File: config.mk
export PLATFORM = sky130hd
export DESIGN_NAME = lcd_frame_sequencer
export DESIGN_NICKNAME = d
export VERILOG_FILES = /design/src/rtl/lcd_frame_sequencer.sv
export SDC_FILE = /design/constraint.sdc
export NUM_CORES = 1
export LEC_CHECK = 0
export CORE_ASPECT_RATIO = 0.75
export CORE_UTILIZATION = 62
export CTS_BUF_LIST = sky130_fd_sc_hd__clkbuf_16
export CTS_CLUSTER_SIZE = 40
export DETAILED_ROUTE_END_ITERATION = 10
export PLACE_DENSITY = 0.91
export SKIP_LAST_GASP = 1
export SLEW_MARGIN = 5
export SYNTH_ARGS = -nofsm -noshare
export SYNTH_HDL_FRONTEND = slang
export SYNTH_SLANG_ARGS = --single-unit
File: constraint.sdc
create_clock -name Clock -period 11.3 [get_ports Clock]
set_clock_uncertainty 0.05 [all_clocks]
set_input_delay 2.26 -clock Clock [delete_from_list [all_inputs] [get_ports Clock]]
set_output_delay 2.26 -clock Clock [all_outputs]
set_load 0.01 [all_outputs]
File: src/rtl/lcd_frame_sequencer.sv
// rtl/lcd_frame_sequencer.sv - two-line text frame buffer streamed to an HD44780 controller
module lcd_frame_sequencer #(
    parameter int          COLS       = 16,
    parameter logic [7:0]  LINE1_CMD  = 8'h80,
    parameter logic [7:0]  LINE2_CMD  = 8'hC0,
    parameter logic [7:0]  BLANK_CHAR = 8'h20
) (
    input  logic       Clock,
    input  logic       Reset,
    input  logic       Init_Done,
    input  logic       Wr_En,
    input  logic [4:0] Wr_Addr,
    input  logic [7:0] Wr_Data,
    input  logic       Refresh,
    output logic       Out_Valid,
    output logic       Out_Rs,
    output logic [7:0] Out_Data,
    input  logic       Out_Ready,
    output logic       Busy,
    output logic       Frame_Done
);

    typedef enum logic [2:0] {
        WAIT_INIT, IDLE, SET_L1, CHARS_L1, SET_L2, CHARS_L2, DONE
    } state_t;

    localparam logic [3:0] LAST_COL = 4'(COLS - 1);

    state_t     state_q;
    logic [3:0] col_q;
    logic       pending_q;
    logic       valid_q;
    logic       rs_q;
    logic [7:0] data_q;
    logic       busy_q;
    logic       done_q;
    logic [7:0] buf_q [0:31];

    logic wr_ok;
    logic xfer;

    assign wr_ok = Wr_En && ({1'b0, Wr_Addr[3:0]} < 5'(COLS));
    assign xfer  = valid_q && Out_Ready;

    assign Out_Valid  = valid_q;
    assign Out_Rs     = rs_q;
    assign Out_Data   = data_q;
    assign Busy       = busy_q;
    assign Frame_Done = done_q;

    always_ff @(posedge Clock or posedge Reset) begin
        if (Reset) begin
            for (int i = 0; i < 32; i++) buf_q[i] <= BLANK_CHAR;
        end else if (wr_ok) begin
            buf_q[Wr_Addr] <= Wr_Data;
        end
    end

    // Columns are read from the buffer at the edge a beat is loaded, so a
    // write lands in the current frame only if its column is still ahead.
    always_ff @(posedge Clock or posedge Reset) begin
        if (Reset) begin
            state_q   <= WAIT_INIT;
            col_q     <= 4'd0;
            pending_q <= 1'b1;
            valid_q   <= 1'b0;
            rs_q      <= 1'b0;
            data_q    <= 8'h00;
            busy_q    <= 1'b0;
            done_q    <= 1'b0;
        end else begin
            pending_q <= wr_ok || Refresh || (pending_q && state_q != IDLE);
            case (state_q)
                WAIT_INIT: if (Init_Done) state_q <= IDLE;
                IDLE: if (pending_q) begin
                    state_q <= SET_L1;
                    valid_q <= 1'b1;
                    rs_q    <= 1'b0;
                    data_q  <= LINE1_CMD;
                    busy_q  <= 1'b1;
                end
                SET_L1: if (xfer) begin
                    state_q <= CHARS_L1;
                    col_q   <= 4'd0;
                    rs_q    <= 1'b1;
                    data_q  <= buf_q[5'd0];
                end
                CHARS_L1: if (xfer) begin
                    if (col_q == LAST_COL) begin
                        state_q <= SET_L2;
                        rs_q    <= 1'b0;
                        data_q  <= LINE2_CMD;
                    end else begin
                        col_q  <= col_q + 4'd1;
                        data_q <= buf_q[{1'b0, col_q + 4'd1}];
                    end
                end
                SET_L2: if (xfer) begin
                    state_q <= CHARS_L2;
                    col_q   <= 4'd0;
                    rs_q    <= 1'b1;
                    data_q  <= buf_q[5'd16];
                end
                CHARS_L2: if (xfer) begin
                    if (col_q == LAST_COL) begin
                        state_q <= DONE;
                        valid_q <= 1'b0;
                        done_q  <= 1'b1;
                    end else begin
                        col_q  <= col_q + 4'd1;
                        data_q <= buf_q[{1'b1, col_q + 4'd1}];
                    end
                end
                DONE: begin
                    state_q <= IDLE;
                    done_q  <= 1'b0;
                    busy_q  <= 1'b0;
                end
                default: state_q <= WAIT_INIT;
            endcase
        end
    end

endmodule

== Word level (Yosys, flattened, before mapping) ==
Index checks and enable logic that the tools add are counted.

* Reductions and logical operators: 21
* Multipliers: 0
* Equal/unequal tests: 20
* Order comparisons: 4
* Bitwise logic cells: 3
* Div/mod/pow operators: 0
* Add/sub/neg operators: 1
* Shifts and indexed selects: 0
* Mux-type cells: 41

{| class="wikitable"
|+ Operator list
! operator !! number
|-
| bitwise mux 256 bit || 1
|-
| 2-to-1 mux 8 bit || 12
|-
| binary-select mux 8 bit (select 5 bit) || 2
|-
| demux 8 bit (select 5 bit) || 1
|-
| case mux 8 bit (5 select lines) || 1
|-
| 2-to-1 mux 3 bit || 8
|-
| case mux 3 bit (7 select lines) || 1
|-
| != test 2 bit (second input constant) || 10
|-
| greater-or-equal comparator 6 bit (second input constant) || 3
|-
| 2-to-1 mux 4 bit || 3
|-
| NOT 5 -> 6 bit || 2
|-
| == test 3 bit (second input constant) || 3
|-
| case mux 4 bit (2 select lines) || 1
|-
| AND reduction 4 bit || 2
|-
| AND reduction 8 bit || 1
|-
| nonzero test 2 bit || 4
|-
| 2-to-1 mux 1 bit || 7
|-
| AND reduction 7 bit || 1
|-
| == test 3 x 2 -> 1 bit (second input constant) || 2
|-
| < comparator 6 x 1 -> 1 bit (second input constant) || 1
|-
| NOT 4 -> 6 bit || 1
|-
| case mux 1 bit (2 select lines) || 3
|-
| AND reduction 5 bit || 1
|-
| nonzero test 5 bit || 1
|-
| 13 further kinds || 18
|}

* Register bits after elaboration: 276
* Memory bits (read-only): 0
* Word-level logic and storage cells: 130
* Memory bits (writable): 0
* Input bits: 19
* Latch bits: 0
* Memories kept: 0
* Output and inout bits: 12

== Logic depth before layout (Yosys ltp) ==
* Word-level depth: 8
* Gate-level depth with buffers: 10
* Mapped depth without buffers: 7

== Worst setup path before layout ==
OpenSTA, ideal clock, no wires.

* Kind: input -> register
* Start: input port Wr_Addr[0]
* End: register buf_q[24] (netlist bit)
* Setup time: 125 ps
* Buffers on the path: 2
* Path slack: 7,571 ps
* Data arrival time: 3,554 ps
* Required time: 11,125 ps
* Cell stages on the path: 5
* Cells stage by stage: clkbuf_1 > or3b_1 > clkbuf_1 > nor2_4 > mux2_2

* Cells in the longest elaborated chain, start to end: 6
* Elaborated cells on any way between the ends: 7
* Those cells by class: order compare (2); mux (3); bitwise (1); reduce/logical (1)

{| class="wikitable"
|+ Ends and longest elaborated chain
! item !! line !! RTL
|-
| from (decl) || 12 || <nowiki>input logic [4:0] Wr_Addr,</nowiki>
|-
| NOT 5 -> 6 bit (implied by the code) * || 55 || <nowiki>buf_q[Wr_Addr] <= Wr_Data;</nowiki>
|-
| greater-or-equal comparator 6 bit (implied by the code) / < comparator 6 x 1 -> 1 bit (equally long branches) || 55 ||
|-
| logical AND 1 bit (implied by the code) || 55 ||
|-
| 2-to-1 mux 8 bit (implied by the code) || 55 ||
|-
| demux 8 bit (select 5 bit) * || 55 ||
|-
| bitwise mux 256 bit * || 55 ||
|-
| to (signal, indexed assignment) || 55 ||
|-
| to (decl) || 37 || <nowiki>logic [7:0] buf_q [0:31];</nowiki>
|}

Every way passes the cells marked *; elsewhere a longest branch is shown, timed or not.
A chain may end at the register's enable or synchronous reset.

==> impl_metrics.toml <==
[floorplan]
die_area_sq_um = 21800
die_w_um = 170
die_h_um = 128
core_area_sq_um = 20500
ios = 31
rows = 45
initial_utilization = 0.642

[yosys]
netlist_area_sq_um = 13100
ys_ff_latch = 276
synth-main-ff-cell = "dfrtp_1"
post-synth-top-count-cell = "dfrtp_1"
ys_async_sr_fraction = 1.00
synth_area_per_cell_sq_um = 12.9
synth.yosys.seq_area_share = 0.528
synth_edf_count = 0
syn-instance-count = 1023
synth_top_area_share = 0.462
yosysUniqueCellTypes = 54
netlist_top_cells_count = "dfrtp_1 (243), mux2_2 (225), nand2_1 (134), clkbuf_1 (39), mux2i_1 (37)"
synth_area_leaders = "dfrtp_1 (46%), mux2_2 (19%), dfstp_2 (6.6%)"
yosys_warnings = 0
synth_area_leader_cell = "dfrtp_1"
syn_nets = 1044

[detailed_routing]
vias = 8919
via_per_inst = 6.75
drcViolationCount = 0
drt_wl_total_um = 33400
first_pass_iters = 6
initialDrtViolationCount = 1126
wl_per_cell_um = 25.3
drt.antenna.violating_nets = 0

[timing]
fmaxAchievable_mhz = 222
final.min_clock_period_ns = 4.50
max-slew-margin-rel = 0.0755
setup_tns_ns = 0
drv_slew = 0
setup_violations = 0
tightestPinTransition_ns = 1.38
report.final.hold_viol_count = 0
setup_ws_ns = 6.80
period_share = 0.399
rsz0062_at_grt = "no"

[layout]
antenna_cells = 0
syn_to_final_growth_pct = 9.18
fin_cells = 1321
regArea_sq_um = 6950
multi_input_area_sq_um = 5820
post-route-util = 0.700
drive_gt1_frac = 0.348
final_nets = 1040
fillers = 1318

[clocking]
cts_tree = "yes"
cts_buffers = 26
holdBufCountCts = 0
cts.sinks = 276
post_cts_buffers = 0
clockRootBuffer = "clkbuf_16"
clock_latency_ns = 0.56
path_clk_slew_ns = 0.06
cts_resized = 0
clock_path_buffers = 3
htreeDepth = 1

[placed_design]
detailedPlace.worstSlack_ns = 6.09
hpwlAfterDp_um = 20400
dp.cells = 1273
gp_congestion = 0.883
portBuffers = 30

[setup_path]
worstPathArrival_ns = 5.09
end_kind = "async pin"
critPathLaunch = "Reset"
reg2reg_from = "col_q[0]"
worst-setup-path-type = "in -> async"
startpoint_type = "input pin"
cp.required_ns = 11.89
critPathMaxFanout = 148

[status]
status = "completed"

[power_and_ir_drop]
p_leak_nw = 6.22
power.density_nw_per_um2 = 241
ir_drop_uv = 187

[global_routing]
antenna_found_initial = 0
first_global_vias = 9126
grt-ovfl-total = 0
grt_pass1_wl_um = 52800
grt_max_degree = 149
grt_usage = 0.323

[job]
max-cap-violations = 0

[hold_path]
hp-class = "reg -> reg"
hold_path.startpoint = "buf_q[136]"
per-stage QoR:
step / area (sq um) / total power [mW] / hold slack (ns)
floorplan: 13100 / 2.23 / 0.403
global placement: 13500 / 2.53 / 0.414
detailed placement: 13500 / 2.57 / 0.424
CTS: 14400 / 3.43 / 0.438
global route: 14400 / 3.60 / 0.446
finish: 14400 / 3.46 / 0.436
registers in the layout, summed over array words and instances (netlist names):
signal      flops
pending_q       1
col_q           4
Frame_Done      1
Out_Valid       1
Busy            1
state_q         3
Out_Rs          1
buf_q         256
Out_Data        8
cells in the final DEF, fill, tap and decap left out, types with 14 or more instances in the layout:
| cell type | netlist | layout |
|---|---|---|
| clkdlybuf4s50_1 | 0 | 29 |
| dfstp_2 | 33 | 33 |
| nor2_1 | 17 | 17 |
| nand2_1 | 134 | 134 |
| clkbuf_16 | 0 | 26 |
| nand3_1 | 25 | 25 |
| mux2i_1 | 37 | 37 |
| a21oi_1 | 20 | 20 |
| mux2_1 | 31 | 31 |
| nor2_2 | 14 | 14 |
| dfrtp_1 | 243 | 242 |
| mux4_2 | 28 | 28 |
| o21ai_0 | 15 | 15 |
| a32oi_1 | 24 | 24 |
| mux2_2 | 225 | 225 |
critical path: stages:
cell and delay, ns:
clkdlybuf4s50_1 0.49, inv_8 0.68, buf_4 0.91, buf_4 0.65
report_power, final:
group	total [mW]	switching [mW]	internal, mW	leakage [nW]
Sequential	1.35	0.147	1.21	3.43
Clock	0.856	0.389	0.467	0.425
Combinational	1.25	0.732	0.518	2.37
Total	3.46	1.27	2.19	6.22
kinds of logic (layout without fill, tap and decap cells):
group                      count (synthesis)  in the layout  synth area share
muxes                                    321            321             0.295
AOI/OAI and AO/OA                        103            103            0.0539
xor gates and xnor gates                   3              3           0.00457
DFF                                      276            276             0.528
and+or+nand+nor                          240            240            0.0861
adders and majority gates                  2              2           0.00190
buffers and inverters                     78             94            0.0298
metal layers:
metal  track usage  wire length [um]
met1         0.448             13200
met2         0.477             15100
met3         0.112              4080
met4         0.106              1020
met5             0                 0
area by class of cell:
class / instances / area share
multi-input combinational: 669 / 0.406
clock buffer: 26 / 0.0453
tap: 282 / 0.0246
sequential: 276 / 0.484
inverter: 4 / 0.00157
clock inverter: 22 / 0.0120
timing repair buffer: 42 / 0.0268
path summary, 6_finish.rpt:
path,slack (ns),depth (start not counted),to
min reg2reg,0.44,1,buf_q[136]
max,6.80,4,buf_q[50]
max in group Clock,7.11,4,buf_q[224]
max reg2reg,7.38,9,Out_Data[7]
min in group asynchronous,2.25,2,buf_q[156]
min,0.44,1,buf_q[136]
Power figures use the tool's default switching activity.
==> patch: new RTL, config.mk and constraints unchanged <==
`COLS`: 16 -> 8.
--- a/src/rtl/lcd_frame_sequencer.sv
+++ b/src/rtl/lcd_frame_sequencer.sv
@@ -2,3 +2,3 @@
 module lcd_frame_sequencer #(
-    parameter int          COLS       = 16,
+    parameter int          COLS       = 8,
     parameter logic [7:0]  LINE1_CMD  = 8'h80,
Behaviour: no difference found for any inputs over 4 cycles, from zero or initial values and one cycle with Reset high; that may be too few to reach the edited logic, so the function may still have changed.
==> patch against the original RTL <==
Sequential share of layout area rose by 6.5 points; first-iteration DRC count fell by 38%; final area fell by 12%; highest routed layer unchanged; cell count fell by 23%; fmax rose by 5.2%; routed wire length fell by 26%; sequential cell count did not move; setup slack improved by 0.22 ns; global-route usage fell by 5.3 points; worst hold slack got worse by 0.12 ns; synthesized area fell by 9.6%; critical path type is now in -> reg.
Power is not compared: it rests on default switching activity, and its combinational part moved more than twofold at a synthesized area within 25%.
==> patch: results <==
group,metric,value,unit
synth,synth_common_cells,"dfrtp_1, clkbuf_1, mux2_2, mux4_2, nand2_1",
grt,grt_pass1_wl,40.05,mm
grt,grt_usage,0.2695,
routing,wl_per_cell,24.47,um
synth,synth_cells,851,
placed_design,dp_slack,6.699,ns
critical_path,path_class,"in -> reg",
critical_path,worstRegToRegCells,7,
min_path,worstHoldPathCells,0,
synth,synthTopCellsByArea,"dfrtp_1, mux2_2, mux4_2",
placed_design,place_inst,967,
routing,first_pass_iters,5,
grt,grt_max_degree,98,
synth,ys_types,52,
cells_and_area,nNetsFinal,767,
cts,clk_latency,0.54,ns
min_path,min_delay_worst_endpoint,"buf_q[133]",
critical_path,r2r_setup_slack,7.59,ns
status,status,"complete, no violations",
sta,worst_pin_slew,1.129,ns
critical_path,crit_path_top_delay_cell,"a2111oi_0",
critical_path,critPathLaunch,"Out_Ready",
critical_path,crit_end,"Out_Data[7]",
synth,yosysSeqAreaShare,0.5848,
cells_and_area,drive_gt1_frac,0.3621,
sta,max_freq,233.6,MHz
grt,grt_pass1_vias,7196,
critical_path,crit_path_max_fanout,7,
critical_path,arrival,4.58,ns
synth,synthMuxAreaShare,0.2603,
placed_design,dpl_cell_area,0.01189,mm^2
synth,synth-compound-area-share,0.04549,
cts,cts_buffers,25,
-- patch: layout make-up --
class	count	area share
repair buffers	38	0.02847
multi-input cells	398	0.3340
well taps	247	0.02442
inverters	8	0.002966
clock buffers	25	0.04943
flip-flops and latches	276	0.5492
clock inverters	20	0.01147
-- patch: logic make-up after synthesis --
kind of cell	after synthesis
AO/OA/AOI/OAI	76
XOR/XNOR	4
adder cells (fa/ha/maj)	1
buffers and inverters	177
flip-flops	276
multiplexers	214
AND/OR/NAND/NOR	103
-- patch: routing by layer --
| layer | routed length (um) | share of wire | GRT usage |
|---|---|---|---|
| met3 | 2056 | 0.083 | 0.06605 |
| met2 | 11690 | 0.47 | 0.4168 |
| met4 | 751 | 0.030 | 0.1008 |
| met5 | 0 | 0 | 0 |
| met1 | 10270 | 0.41 | 0.3766 |
-- patch: worst max-delay path, delay by kind of cell --
family / cells / cell delay (ns)
AO/OA/AOI/OAI: 4 / 1.52
buffers and inverters: 1 / 0.50
AND/OR/NAND/NOR: 1 / 0.29
